$ cat src/rtl/pkt_stim_gen_if.sv
// Packet output bus of pkt_stim_gen: word, ctrl, write strobe and ready.
// The master drives the word stream and the slave returns out_rdy.
interface pkt_stim_gen_if #(
  parameter int unsigned DATA_WIDTH = 64,
  parameter int unsigned CTRL_WIDTH = DATA_WIDTH / 8
);
  logic [DATA_WIDTH-1:0] out_data;
  logic [CTRL_WIDTH-1:0] out_ctrl;
  logic                  out_wr;
  logic                  out_rdy;

  modport master (output out_data, output out_ctrl, output out_wr, input out_rdy);
  modport slave  (input out_data, input out_ctrl, input out_wr, output out_rdy);
endinterface

$ cat src/rtl/pkt_stim_gen.sv
// Packet stimulus generator. It emits framed packets (a header word followed
// by payload words, with EOP ctrl on the last word) under out_rdy flow control.
// Build option PKTGEN_LFSR_EN adds the LFSR payload mode (mode=1). Without it,
// mode is ignored and the payload is always the incrementing pattern.
module pkt_stim_gen #(
  parameter int unsigned           DATA_WIDTH = 64,
  parameter int unsigned           CTRL_WIDTH = DATA_WIDTH / 8,
  parameter int unsigned           LEN_W      = 8,
  parameter int unsigned           CNT_W      = 8,
  parameter logic [CTRL_WIDTH-1:0] HDR_CTRL   = '1,
  parameter logic [CTRL_WIDTH-1:0] EOP_CTRL   = CTRL_WIDTH'(8'h80)
) (
  input  logic                  clk,
  input  logic                  rst,
  input  logic                  start,
  input  logic [LEN_W-1:0]      pkt_words,
  input  logic [CNT_W-1:0]      num_pkts,
  input  logic [7:0]            gap,
  input  logic                  mode,
  pkt_stim_gen_if.master        out_bus,
  output logic                  busy,
  output logic                  done,
  output logic [CNT_W-1:0]      pkts_sent
);

  localparam int unsigned LANES = DATA_WIDTH / 32;

  typedef enum logic [1:0] {S_IDLE, S_HDR, S_PAY, S_GAP} state_t;

  state_t                r_state, w_state_nxt;
  logic [LEN_W-1:0]      r_len, w_len_nxt;
  logic [LEN_W-1:0]      r_ptr, w_ptr_nxt;
  logic [CNT_W-1:0]      r_num, w_num_nxt;
  logic [CNT_W-1:0]      r_sent, w_sent_nxt, w_sent_inc;
  logic [7:0]            r_gap, w_gap_nxt;
  logic [7:0]            r_gcnt, w_gcnt_nxt;
  logic                  r_busy, w_busy_nxt;
  logic                  r_done, w_done_nxt;
  logic                  r_wr, w_wr_nxt;
  logic [DATA_WIDTH-1:0] r_data, w_data_nxt;
  logic [CTRL_WIDTH-1:0] r_ctrl, w_ctrl_nxt;
  logic [DATA_WIDTH-1:0] w_hdr, w_pay;
  logic                  w_last;

`ifdef PKTGEN_LFSR_EN
  localparam logic [31:0] LFSR_SEED = 32'hACE10001;
  logic [31:0] r_lfsr, w_lfsr_nxt;
  logic        r_mode, w_mode_nxt;

  function automatic logic [31:0] f_lfsr_step(input logic [31:0] s);
    return s[0] ? ((s >> 1) ^ 32'h80200003) : (s >> 1);
  endfunction
`else
  logic w_unused_mode;
  assign w_unused_mode = mode;
`endif

  // Word images for the current pointer and packet index.
  always_comb begin
    w_hdr        = '0;
    w_hdr[63:0]  = {16'(r_sent), 16'(r_len), 32'hC0DEFEED};
    w_pay        = '0;
    for (int unsigned i = 0; i < LANES; i++) begin
      w_pay[i*32 +: 32] = {16'(r_sent), 16'(r_ptr)};
`ifdef PKTGEN_LFSR_EN
      if (r_mode) w_pay[i*32 +: 32] = r_lfsr;
`endif
    end
  end

  // Next-state and next-output logic. A completed run parks in IDLE with busy
  // still high for one cycle; that cycle raises done and drops busy together.
  always_comb begin
    w_state_nxt = r_state;
    w_len_nxt   = r_len;
    w_ptr_nxt   = r_ptr;
    w_num_nxt   = r_num;
    w_sent_nxt  = r_sent;
    w_gap_nxt   = r_gap;
    w_gcnt_nxt  = r_gcnt;
    w_busy_nxt  = r_busy;
    w_done_nxt  = 1'b0;
    w_wr_nxt    = 1'b0;
    w_data_nxt  = r_data;
    w_ctrl_nxt  = r_ctrl;
`ifdef PKTGEN_LFSR_EN
    w_lfsr_nxt  = r_lfsr;
    w_mode_nxt  = r_mode;
`endif
    w_last      = (r_ptr == r_len - LEN_W'(1));
    w_sent_inc  = r_sent + CNT_W'(1);
    case (r_state)
      S_IDLE: begin
        if (r_busy) begin
          w_busy_nxt = 1'b0;
          w_done_nxt = 1'b1;
        end else if (start) begin
          w_len_nxt  = (pkt_words < LEN_W'(2)) ? LEN_W'(2) : pkt_words;
          w_num_nxt  = num_pkts;
          w_gap_nxt  = gap;
          w_sent_nxt = '0;
`ifdef PKTGEN_LFSR_EN
          w_lfsr_nxt = LFSR_SEED;
          w_mode_nxt = mode;
`endif
          if (num_pkts == '0) begin
            w_done_nxt = 1'b1;
          end else begin
            w_busy_nxt  = 1'b1;
            w_state_nxt = S_HDR;
          end
        end
      end
      S_HDR: begin
        if (out_bus.out_rdy) begin
          w_wr_nxt    = 1'b1;
          w_data_nxt  = w_hdr;
          w_ctrl_nxt  = HDR_CTRL;
          w_ptr_nxt   = LEN_W'(1);
          w_state_nxt = S_PAY;
        end
      end
      S_PAY: begin
        if (out_bus.out_rdy) begin
          w_wr_nxt   = 1'b1;
          w_data_nxt = w_pay;
          w_ctrl_nxt = w_last ? EOP_CTRL : '0;
          w_ptr_nxt  = r_ptr + LEN_W'(1);
`ifdef PKTGEN_LFSR_EN
          w_lfsr_nxt = f_lfsr_step(r_lfsr);
`endif
          if (w_last) begin
            w_sent_nxt = w_sent_inc;
            if (w_sent_inc == r_num) begin
              w_state_nxt = S_IDLE;
            end else if (r_gap == 8'd0) begin
              w_state_nxt = S_HDR;
            end else begin
              w_gcnt_nxt  = '0;
              w_state_nxt = S_GAP;
            end
          end
        end
      end
      S_GAP: begin
        w_gcnt_nxt = r_gcnt + 8'd1;
        if (r_gcnt == r_gap - 8'd1) w_state_nxt = S_HDR;
      end
      default: w_state_nxt = S_IDLE;
    endcase
  end

  // State and registered outputs; reset truncates any packet in flight.
  always_ff @(posedge clk) begin
    if (rst) begin
      r_state <= S_IDLE;
      r_len   <= '0;
      r_ptr   <= '0;
      r_num   <= '0;
      r_sent  <= '0;
      r_gap   <= '0;
      r_gcnt  <= '0;
      r_busy  <= 1'b0;
      r_done  <= 1'b0;
      r_wr    <= 1'b0;
      r_data  <= '0;
      r_ctrl  <= '0;
`ifdef PKTGEN_LFSR_EN
      r_lfsr  <= LFSR_SEED;
      r_mode  <= 1'b0;
`endif
    end else begin
      r_state <= w_state_nxt;
      r_len   <= w_len_nxt;
      r_ptr   <= w_ptr_nxt;
      r_num   <= w_num_nxt;
      r_sent  <= w_sent_nxt;
      r_gap   <= w_gap_nxt;
      r_gcnt  <= w_gcnt_nxt;
      r_busy  <= w_busy_nxt;
      r_done  <= w_done_nxt;
      r_wr    <= w_wr_nxt;
      r_data  <= w_data_nxt;
      r_ctrl  <= w_ctrl_nxt;
`ifdef PKTGEN_LFSR_EN
      r_lfsr  <= w_lfsr_nxt;
      r_mode  <= w_mode_nxt;
`endif
    end
  end

  assign out_bus.out_data = r_data;
  assign out_bus.out_ctrl = r_ctrl;
  assign out_bus.out_wr   = r_wr;
  assign busy             = r_busy;
  assign done             = r_done;
  assign pkts_sent        = r_sent;

endmodule

$ cat src/flat_wrapper.sv
// flat-port wrapper written by rule: the top's interface ports become plain ports
module pkt_stim_gen_flat 
#(
  parameter int unsigned           DATA_WIDTH = 64,
  parameter int unsigned           CTRL_WIDTH = DATA_WIDTH / 8,
  parameter int unsigned           LEN_W      = 8,
  parameter int unsigned           CNT_W      = 8,
  parameter logic [CTRL_WIDTH-1:0] HDR_CTRL   = '1,
  parameter logic [CTRL_WIDTH-1:0] EOP_CTRL   = CTRL_WIDTH'(8'h80)
)
  (clk, rst, start, pkt_words, num_pkts, gap, mode, busy, done, pkts_sent, out_bus_out_data, out_bus_out_ctrl, out_bus_out_wr, out_bus_out_rdy);
  pkt_stim_gen_if #(.DATA_WIDTH(DATA_WIDTH), .CTRL_WIDTH(CTRL_WIDTH)) out_bus_i ();
  input  logic clk;
  input  logic rst;
  input  logic start;
  input  logic [LEN_W-1:0] pkt_words;
  input  logic [CNT_W-1:0] num_pkts;
  input  logic [7:0] gap;
  input  logic mode;
  output logic busy;
  output logic done;
  output logic [CNT_W-1:0] pkts_sent;
  output wire logic [$bits(out_bus_i.out_data)-1:0] out_bus_out_data;
  output wire logic [$bits(out_bus_i.out_ctrl)-1:0] out_bus_out_ctrl;
  output wire logic [$bits(out_bus_i.out_wr)-1:0] out_bus_out_wr;
  input wire logic [$bits(out_bus_i.out_rdy)-1:0] out_bus_out_rdy;
  assign out_bus_out_data = out_bus_i.out_data;
  assign out_bus_out_ctrl = out_bus_i.out_ctrl;
  assign out_bus_out_wr = out_bus_i.out_wr;
  assign out_bus_i.out_rdy = out_bus_out_rdy;
  pkt_stim_gen #(.DATA_WIDTH(DATA_WIDTH), .CTRL_WIDTH(CTRL_WIDTH), .LEN_W(LEN_W), .CNT_W(CNT_W), .HDR_CTRL(HDR_CTRL), .EOP_CTRL(EOP_CTRL)) u_core (.clk(clk), .rst(rst), .start(start), .pkt_words(pkt_words), .num_pkts(num_pkts), .gap(gap), .mode(mode), .out_bus(out_bus_i), .busy(busy), .done(done), .pkts_sent(pkts_sent));
endmodule
$ cat config.mk
export PLATFORM = sky130hd
export DESIGN_NAME = pkt_stim_gen_flat
export DESIGN_NICKNAME = d
export VERILOG_FILES = /design/src/rtl/pkt_stim_gen_if.sv /design/src/rtl/pkt_stim_gen.sv /design/src/flat_wrapper.sv
export SDC_FILE = /design/constraint.sdc
export NUM_CORES = 1
export LEC_CHECK = 0
export CAP_MARGIN = 25
export CORE_UTILIZATION = 45
export DETAILED_ROUTE_END_ITERATION = 8
export GPL_TIMING_DRIVEN = 0
export PLACE_DENSITY = 0.73
export SLEW_MARGIN = 0
export SYNTH_ARGS = -nofsm -noshare
export SYNTH_HDL_FRONTEND = slang
export SYNTH_SLANG_ARGS = --single-unit
$ cat constraint.sdc
create_clock -name clk -period 2.87 [get_ports clk]
set_input_delay 0.4305 -clock clk [delete_from_list [all_inputs] [get_ports clk]]
set_output_delay 0.4305 -clock clk [all_outputs]
set_load 0.05 [all_outputs]
== After elaboration in Yosys (flattened, before gate mapping) ==
Cells that the tools add are included.

* Shifts and indexed selects: 0
* Muxes and demuxes: 38
* Divide/modulo/power cells: 0
* Add/subtract/negate cells: 5
* Reduce and logical (&&, ||, !) cells: 14
* Equal/unequal tests: 15
* Bitwise logic cells: 3
* Magnitude comparators: 1
* $mul: 0

{| class="wikitable"
|+ Operators with widths
! cell !! number
|-
| $mux W64 || 2
|-
| $pmux W64 S2 || 1
|-
| $mux W8 || 14
|-
| $pmux W8 S2 || 4
|-
| $add A8 B1 Y8 const B || 3
|-
| $eq A8 B8 Y1 || 3
|-
| $mux W2 || 9
|-
| $logic_not A8 Y1 || 2
|-
| $sub A8 B1 Y8 const B || 2
|-
| $ne A2 B2 Y1 const B || 7
|-
| $reduce_and A5 Y1 || 2
|-
| $lt A8 B2 Y1 const B || 1
|-
| $pmux W2 S4 || 1
|-
| $mux W1 || 7
|-
| $reduce_and A7 Y1 || 1
|-
| $reduce_and A3 Y1 || 2
|-
| $reduce_bool A2 Y1 || 3
|-
| $reduce_or A2 Y1 || 3
|-
| $eq A2 B2 Y1 const B || 2
|-
| $ne A2 B1 Y1 const B || 2
|-
| $not A1 Y1 || 3
|-
| $eq A2 B1 Y1 const B || 1
|-
| $logic_not A2 Y1 || 1
|}

* Logic and storage cells: 88
* RAM bits: 0
* Register bits: 125
* Memories kept: 0
* ROM bits: 0
* Bits in latches: 0
* Input port bits: 29
* Output and inout bits: 83

== Depth between registers and ports, before layout ==
Gate-level depths: netlist (run 1).

* Word-level depth: 6
* Mapped depth: 9
* Mapped depth without buffers: 9

== Least setup slack after synthesis (run 1) ==
Ideal clock, no wire load.

* Path type: register -> register
* From: reg u_core.r_sent[1], in the netlist u_core.pkts_sent[1]
* To: reg u_core.r_gcnt[1]
* Period minus slack after synthesis: 2.406 ns
* Arrival: 2.318 ns
* Stages on the path, launching flop included: 9
* Path slack: 0.464 ns
* Library setup time: 0.088 ns
* Buffers on the path: 0
* Cells stage by stage: dfxtp_1 ha_1 nand3_1 xnor2_1 or4b_4 a311oi_4 nor2_2 a31o_4 o32ai_2

* Longest elaborated chain between the ends: 4

{| class="wikitable"
|+ Ends and longest elaborated chain
! what !! RTL line !! RTL
|-
| from (decl) || pkt_stim_gen.sv:34 || <nowiki>logic [CNT_W-1:0] r_sent, w_sent_nxt, w_sent_inc;</nowiki>
|-
| from (signal assigned) || pkt_stim_gen.sv:177 || <nowiki>r_sent <= w_sent_nxt;</nowiki>
|-
| $add A8 B1 Y8 || pkt_stim_gen.sv:91 || <nowiki>w_sent_inc = r_sent + CNT_W'(1);</nowiki>
|-
| $eq A8 B8 Y1 || pkt_stim_gen.sv:134 || <nowiki>if (w_sent_inc == r_num) begin</nowiki>
|-
| $ne A2 B2 Y1 (no source line) || - ||
|-
| $reduce_and A5 Y1 (no source line) || - ||
|-
| to (signal assigned) || pkt_stim_gen.sv:179 || <nowiki>r_gcnt <= w_gcnt_nxt;</nowiki>
|-
| to (decl) || pkt_stim_gen.sv:36 || <nowiki>logic [7:0] r_gcnt, w_gcnt_nxt;</nowiki>
|}

No other way between the ends.
A chain may end at the register's enable or synchronous reset.

== Worst setup path in the final report (run 1) ==
Same ends and word-level chain as after synthesis.

==> results of run 1 <==
[power groups by stage]
stage               clock network, mW  logic (mW)  registers (mW)
floorplan                           0       0.873            1.64
global placement                    0        1.46            1.45
detailed placement                  0        1.48            1.45
CTS                             0.877        1.49            1.43
global route                    0.910        1.60            1.44
finish                          0.873        1.50            1.43
[path summary, 6_finish.rpt]
kind	slack, ns	cells after the start	endpoint	start
max	0.13	8	u_core.r_gcnt[1]$_SDFFE_PP0P_	u_core.pkts_sent[1]$_SDFFE_PP0P_
min	0.46	2	u_core.out_bus.out_data[18]$_SDFFE_PP0P_	u_core.out_bus.out_data[18]$_SDFFE_PP0P_
max reg2reg	0.13	8	u_core.r_gcnt[1]$_SDFFE_PP0P_	u_core.pkts_sent[1]$_SDFFE_PP0P_
min reg2reg	0.46	2	u_core.out_bus.out_data[18]$_SDFFE_PP0P_	u_core.out_bus.out_data[18]$_SDFFE_PP0P_
[kinds of logic after synthesis]
| family | Yosys count | synth area share [%] |
|---|---|---|
| compound gates | 146 | 19.9 |
| xor+xnor | 30 | 6.17 |
| fa+ha+maj | 10 | 2.58 |
| buf+inv | 97 | 11.5 |
| flops | 87 | 35.9 |
| mux | 9 | 1.86 |
| other cells | 1 | 0.0774 |
| simple gates | 222 | 22.0 |
[layout make-up]
type | instances | share of cell area, %
multi-input combinational | 440 | 42.8
clock buffer | 9 | 2.02
tap | 136 | 2.77
sequential | 87 | 28.4
buffer | 82 | 8.15
inverter | 15 | 0.916
clock inverter | 6 | 1.10
timing repair buffer | 85 | 13.8
[registers in the layout, summed over array words and instances, names as in the netlist]
| register | count |
|---|---|
| u_core.out_bus.out_data | 32 |
| u_core.pkts_sent | 8 |
| u_core.r_gap | 8 |
| u_core.r_gcnt | 8 |
| u_core.r_len | 8 |
| u_core.r_num | 8 |
| u_core.r_ptr | 8 |
| u_core.out_bus.out_ctrl | 2 |
| u_core.r_state | 2 |
| u_core.busy | 1 |
| u_core.done | 1 |
| u_core.out_bus.out_wr | 1 |
[per-layer routing]
metal  GRT usage [%]  vias to the layer above  wire, um
li1                -                     2273         -
met1            31.6                     2164      5980
met2            40.9                      169      6380
met3            2.66                       20       804
met4            9.33                        0       217
met5               0                        -         0
[cell usage after synthesis, types with 3 or more instances]
master / n / area share (%)
ha_1: 10 / 2.6
a211oi_1: 8 / 1.2
o21a_1: 3 / 0.46
nor2_1: 40 / 3.1
or4_1: 4 / 0.62
mux2i_1: 9 / 1.9
and2_1: 3 / 0.39
nand2_1: 95 / 7.4
buf_4: 46 / 7.1
a21oi_1: 57 / 5.9
dfxtp_1: 87 / 36
nand2b_1: 5 / 0.65
xor2_1: 16 / 2.9
or3_1: 4 / 0.52
clkbuf_1: 28 / 2.2
o21ai_1: 6 / 0.62
nor3_1: 18 / 1.9
a22oi_1: 7 / 1.1
a31oi_1: 8 / 1.0
nand4_1: 4 / 0.52
nor2b_1: 6 / 0.77
nor4_1: 7 / 0.90
xnor2_1: 11 / 2.0
a221oi_1: 3 / 0.54
inv_1: 15 / 1.2
o21ai_0: 25 / 2.6
buf_2: 4 / 0.41
and3_1: 9 / 1.2
a311oi_1: 3 / 0.54
nand3_1: 14 / 1.4
[worst min-delay path, cell delays in order, from the launching register on]
cell and delay (ns):
dfxtp_1 0.32, nand2_1 0.05, a21oi_1 0.05
[metrics by stage]
stage	utilization, %	setup slack, ns
5_1_grt	59.2	0.0146
3_3_place_gp	57.4	0.0983
2_1_floorplan	-	0.464
3_5_place_dp	57.4	0.0367
4_1_cts	59.2	0.0187
6_report	59.2	0.129
==> results.yml, run 1 <==
run_status:
  status: "finished, final reports clean"
cells_and_area:
  layout_common_cells: "95 x nand2_1, 86 x dfxtp_1, 85 x clkdlybuf4s50_1, 57 x a21oi_1, 46 x buf_4"
  final_common_cell: "nand2_1"
  multi_input_area_um2: 2630
  nets: 759
  stdcell_count: 860
  final_layout_size_suffix_gt1_share_pct: 11.9
  area_delta_synth_final_pct: 26.7
  fillers: 983
  seqCellArea_um2: 1740
  num_antenna_cells: 0
  stdcell_area_um2: 6140
power:
  power.leakage_nw: 2.35
  clockPowerShare_pct: 23.0
  power_frac_comb_pct: 39.5
  swShare_pct: 40.5
  switching_power_mw: 1.54
  power_mw: 3.80
  seq_power_share_pct: 37.5
  p_int_mw: 2.26
  max-vdd-ir-drop_mv: 0.343
  power_density_nw_per_um2: 619
clocking:
  cts.sinks: 87
  h-tree-depth: 3
  cts_tree: "built"
  cts.path.max_buffers: 2
  cts_resized: 0
  post_cts_buffers: 0
  clock_latency_ns: 0.36
  cts-root-buf: "clkbuf_8"
  cts.hold.buffers_added: 0
  clk_pin_slew_ns: 0.10
  numCtsBuffers: 9
timing:
  finalCritPeriodShare_pct: 95.5
  tightest_slew_ns: 0.730
  fmax_mhz: 365
  relSlewSlack_pct: 51.0
  setup_viol: 0
  tns_ns: 0
  hold_slack_ns: 0.456
  skew_ns: 0.0158
  slew_violations: 0
  hold_viol_final: 0
  rsz0062_at_grt: "no"
  layout_min_cycle_time_ns: 2.74
critical_path:
  startpoint_type: "flop"
  cp_cell_sequence: "ha_1 > nand3_1 > xnor2_1 > or4b_4 > a311oi_4 > nor2_2 > a31o_4 > o32ai_2"
  end_kind: "flop"
  worstPathArrival_ns: 3.02
  path_buf_inv: 0
  crit_type: "reg -> reg"
  cp_max_fo: 8
  cpLargestDelayFamily: "compound AO/OA/AOI/OAI gates"
  cp_data_required_time_ns: 3.15
  crit_slowest_cell: "or4b_4"
  max_stage_delay_ns: 0.55
place:
  hpwlAfterDp_um: 10000
  numPortBuffers: 85
  finalWeightedCongestion: 0.894
  dp_cells: 845
  place_area_um2: 5950
synth:
  ys.flop_type: "dfxtp_1"
  synth_cells: 602
  yosysWarnings: 0
  ys_seq_area_share_pct: 35.9
  ys_seq_elements: 87
  syn_area_um2: 4850
  synth_cell_types: 68
  avgSynthCellArea_um2: 8.05
  async_reset_ff_share_pct: 0
  synth-edff-count: 0
floorplan:
  initial_core_util_pct: 46.7
  io_pins: 112
  die_area_um2: 11200
  core_area_um2: 10400
  die_h_um: 106
  die_x_um: 106
  row_count: 37
global_route:
  antenna_found_initial: 0
  grt_pass1_vias: 4358
  track_usage_pct: 24.2
  grt_pass1_wl_um: 21500
  grt_max_degree: 18
  overflow: 0
route:
  wl_per_cell_um: 15.6
  drc: 0
  drt_iter0_drc: 282
  drt_wl_total_um: 13400
  dr.pass1.iters: 5
  routed_via_density: 5.38
  vias: 4626
  antenna_left: 0
min_path:
  hold_path.class: "reg -> reg"
run:
  maxCapViolations: 0
Power figures use the tool's default switching activity.
==> run 2, diff against run 1 <==
- CORE_ASPECT_RATIO: unset -> 1.5
- PLACE_DENSITY: 0.73 -> 0.81
==> run 2 against run 1 <==
Against the previous run:
- combinational power about the same
- cell area increased by 2.1%
- critical endpoint unchanged
- largest power group unchanged
- via count increased by 1.9%
- sequential share of layout area decreased by 0.59 points
- clock skew decreased by 0.0092 ns
- sequential power about the same
- critical path type unchanged
- sequential cell count unchanged
- critical path depth unchanged
- the run now ends with DRC left
==> results.yml, run 2 (same netlist as run 1, synthesis figures left out) <==
run_status:
  status: "finished, violations left"
  failed_checks: "DRC"
critical_path:
  end_kind: "flop"
  rr_worst_depth: 8
  crit_type: "reg -> reg"
  r2r_slack_ns: 0.15
  r2r-end: "u_core.r_gcnt[1]$_SDFFE_PP0P_"
  reg2reg_from: "u_core.pkts_sent[1]$_SDFFE_PP0P_"
  cp_max_fo: 8
  startpoint_type: "flop"
  cp_data_required_time_ns: 3.13
  worstPathArrival_ns: 2.98
global_route:
  grt_pass1_wl_um: 21600
  track_usage_pct: 24.8
  grt_max_degree: 18
  antenna_found_initial: 0
  grt_use_met3_pct: 4.84
  grtUsageMet2_pct: 43.9
  use_met1_pct: 27.2
  overflow: 0
  grt_busiest_layer: "met2"
  grt_pass1_vias: 4492
route:
  routed_via_density: 5.43
  vias: 4716
  wl_per_cell_um: 15.8
  dr.pass1.iters: 9
  drc: 1
  antenna_left: 0
  drt_iter0_drc: 319
  drt_wl_total_um: 13800
clocking:
  h-tree-depth: 3
  numCtsBuffers: 9
  post_cts_buffers: 0
  clock_latency_ns: 0.35
  clk_pin_slew_ns: 0.07
  cts.path.max_buffers: 2
  cts.sinks: 87
  cts_tree: "built"
  cts-root-buf: "clkbuf_16"
timing:
  tightest_slew_ns: 0.678
  layout_min_cycle_time_ns: 2.72
  relSlewSlack_pct: 54.8
  tns_ns: 0
  finalCritPeriodShare_pct: 94.9
  fmax_mhz: 367
  slew_violations: 0
  skew_ns: 0.00659
  hold_slack_ns: 0.460
  hold_viol_final: 0
  setup_viol: 0
  rsz0062_at_grt: "no"
  finalWorstSetupSlack_ns: 0.145
floorplan:
  die_x_um: 86.7
  io_pins: 112
  initial_core_util_pct: 46.0
  die_h_um: 129
  core_area_um2: 10500
  die_area_um2: 11200
  row_count: 46
place:
  place_area_um2: 5960
  finalWeightedCongestion: 0.905
  hpwlAfterDp_um: 10300
  dp_cells: 853
  numPortBuffers: 85
  dp_slack_ns: 0.0861
cells_and_area:
  final_common_cell: "nand2_1"
  fillers: 911
  stdcell_count: 869
  stdcell_area_um2: 6270
  utilization_pct: 59.6
  largest_reg_flops: 32
  layout_common_cells: "95 x nand2_1, 86 x dfxtp_1, 85 x clkdlybuf4s50_1, 57 x a21oi_1, 46 x buf_4"
  nets: 759
  num_antenna_cells: 0
  final_layout_size_suffix_gt1_share_pct: 12.3
  area_delta_synth_final_pct: 29.5
power:
  power_density_nw_per_um2: 662
  max-vdd-ir-drop_mv: 0.509
  power.leakage_nw: 2.41
  power_mw: 4.16
min_path:
  hold_depth: 2
  min_to: "u_core.out_bus.out_data[5]$_SDFFE_PP0P_"
  hold_path.class: "reg -> reg"
  hp-start: "u_core.out_bus.out_data[5]$_SDFFE_PP0P_"
run:
  maxCapViolations: 0
[run 2: changes by cell type in the layout (fill, tap and decap cells not counted)]
cell | before | now
inv_6 | 2 | 4
o21ai_1 | 6 | 5
clkinv_4 | 0 | 1
o21ai_2 | 0 | 1
clkbuf_8 | 9 | 0
clkinvlp_4 | 2 | 0
clkbuf_16 | 0 | 9
nor3_1 | 18 | 17
nor3_2 | 0 | 1
[run 2: repair_timing]
item / in CTS / in global routing
hold buffers: 0 / 0
endpoints found under the setup margin: 0 / 13
gates resized for setup: 0 / 3
[run 2: how the worst max path moves through the flow]
stage                                     start                       endpoint  slack, ns
2_1_floorplan  u_core.pkts_sent[1]$_SDFFE_PP0P_  u_core.r_gcnt[1]$_SDFFE_PP0P_       0.46
3_3_place_gp   u_core.pkts_sent[1]$_SDFFE_PP0P_  u_core.r_gcnt[1]$_SDFFE_PP0P_       0.12
3_5_place_dp   u_core.pkts_sent[1]$_SDFFE_PP0P_  u_core.r_gcnt[1]$_SDFFE_PP0P_       0.09
4_1_cts        u_core.pkts_sent[1]$_SDFFE_PP0P_  u_core.r_gcnt[1]$_SDFFE_PP0P_       0.06
5_1_grt        u_core.pkts_sent[1]$_SDFFE_PP0P_  u_core.r_gcnt[1]$_SDFFE_PP0P_       0.01
6_report       u_core.pkts_sent[1]$_SDFFE_PP0P_  u_core.r_gcnt[1]$_SDFFE_PP0P_       0.15
[run 2: critical path: stages (launching register included)]
cell and delay (ns):
dfxtp_2 0.43, ha_1 0.28, nand3_1 0.15, xnor2_1 0.17, or4b_4 0.55, a311oi_4 0.40, nor2_2 0.15, a31o_4 0.32
o32ai_2 0.19
[run 2: cell type report]
cell class	count	area (um^2)	share of cell area (%)
clock buffers	9	225	3.59
flip-flops and latches	87	1740	27.8
inverters	15	56.3	0.897
plain buffers	82	500	7.98
clock inverters	7	78.8	1.26
multi-input cells	440	2640	42.1
repair buffers	85	851	13.6
well taps	144	180	2.87
[run 2: report_power, final]
part / switching [mW] / internal [mW]
clock: 0.519 / 0.687
combinational: 0.971 / 0.541
sequential: 0.115 / 1.32
[run 2: routing by layer]
layer / part of all wire [%] / vias to the layer above / routed length, um
met3: 5.5 / 46 / 755
met1: 38 / 2198 / 5270
met2: 51 / 203 / 7090
met4: 4.8 / 0 / 656
met5: 0 / - / 0
li1: - / 2269 / -
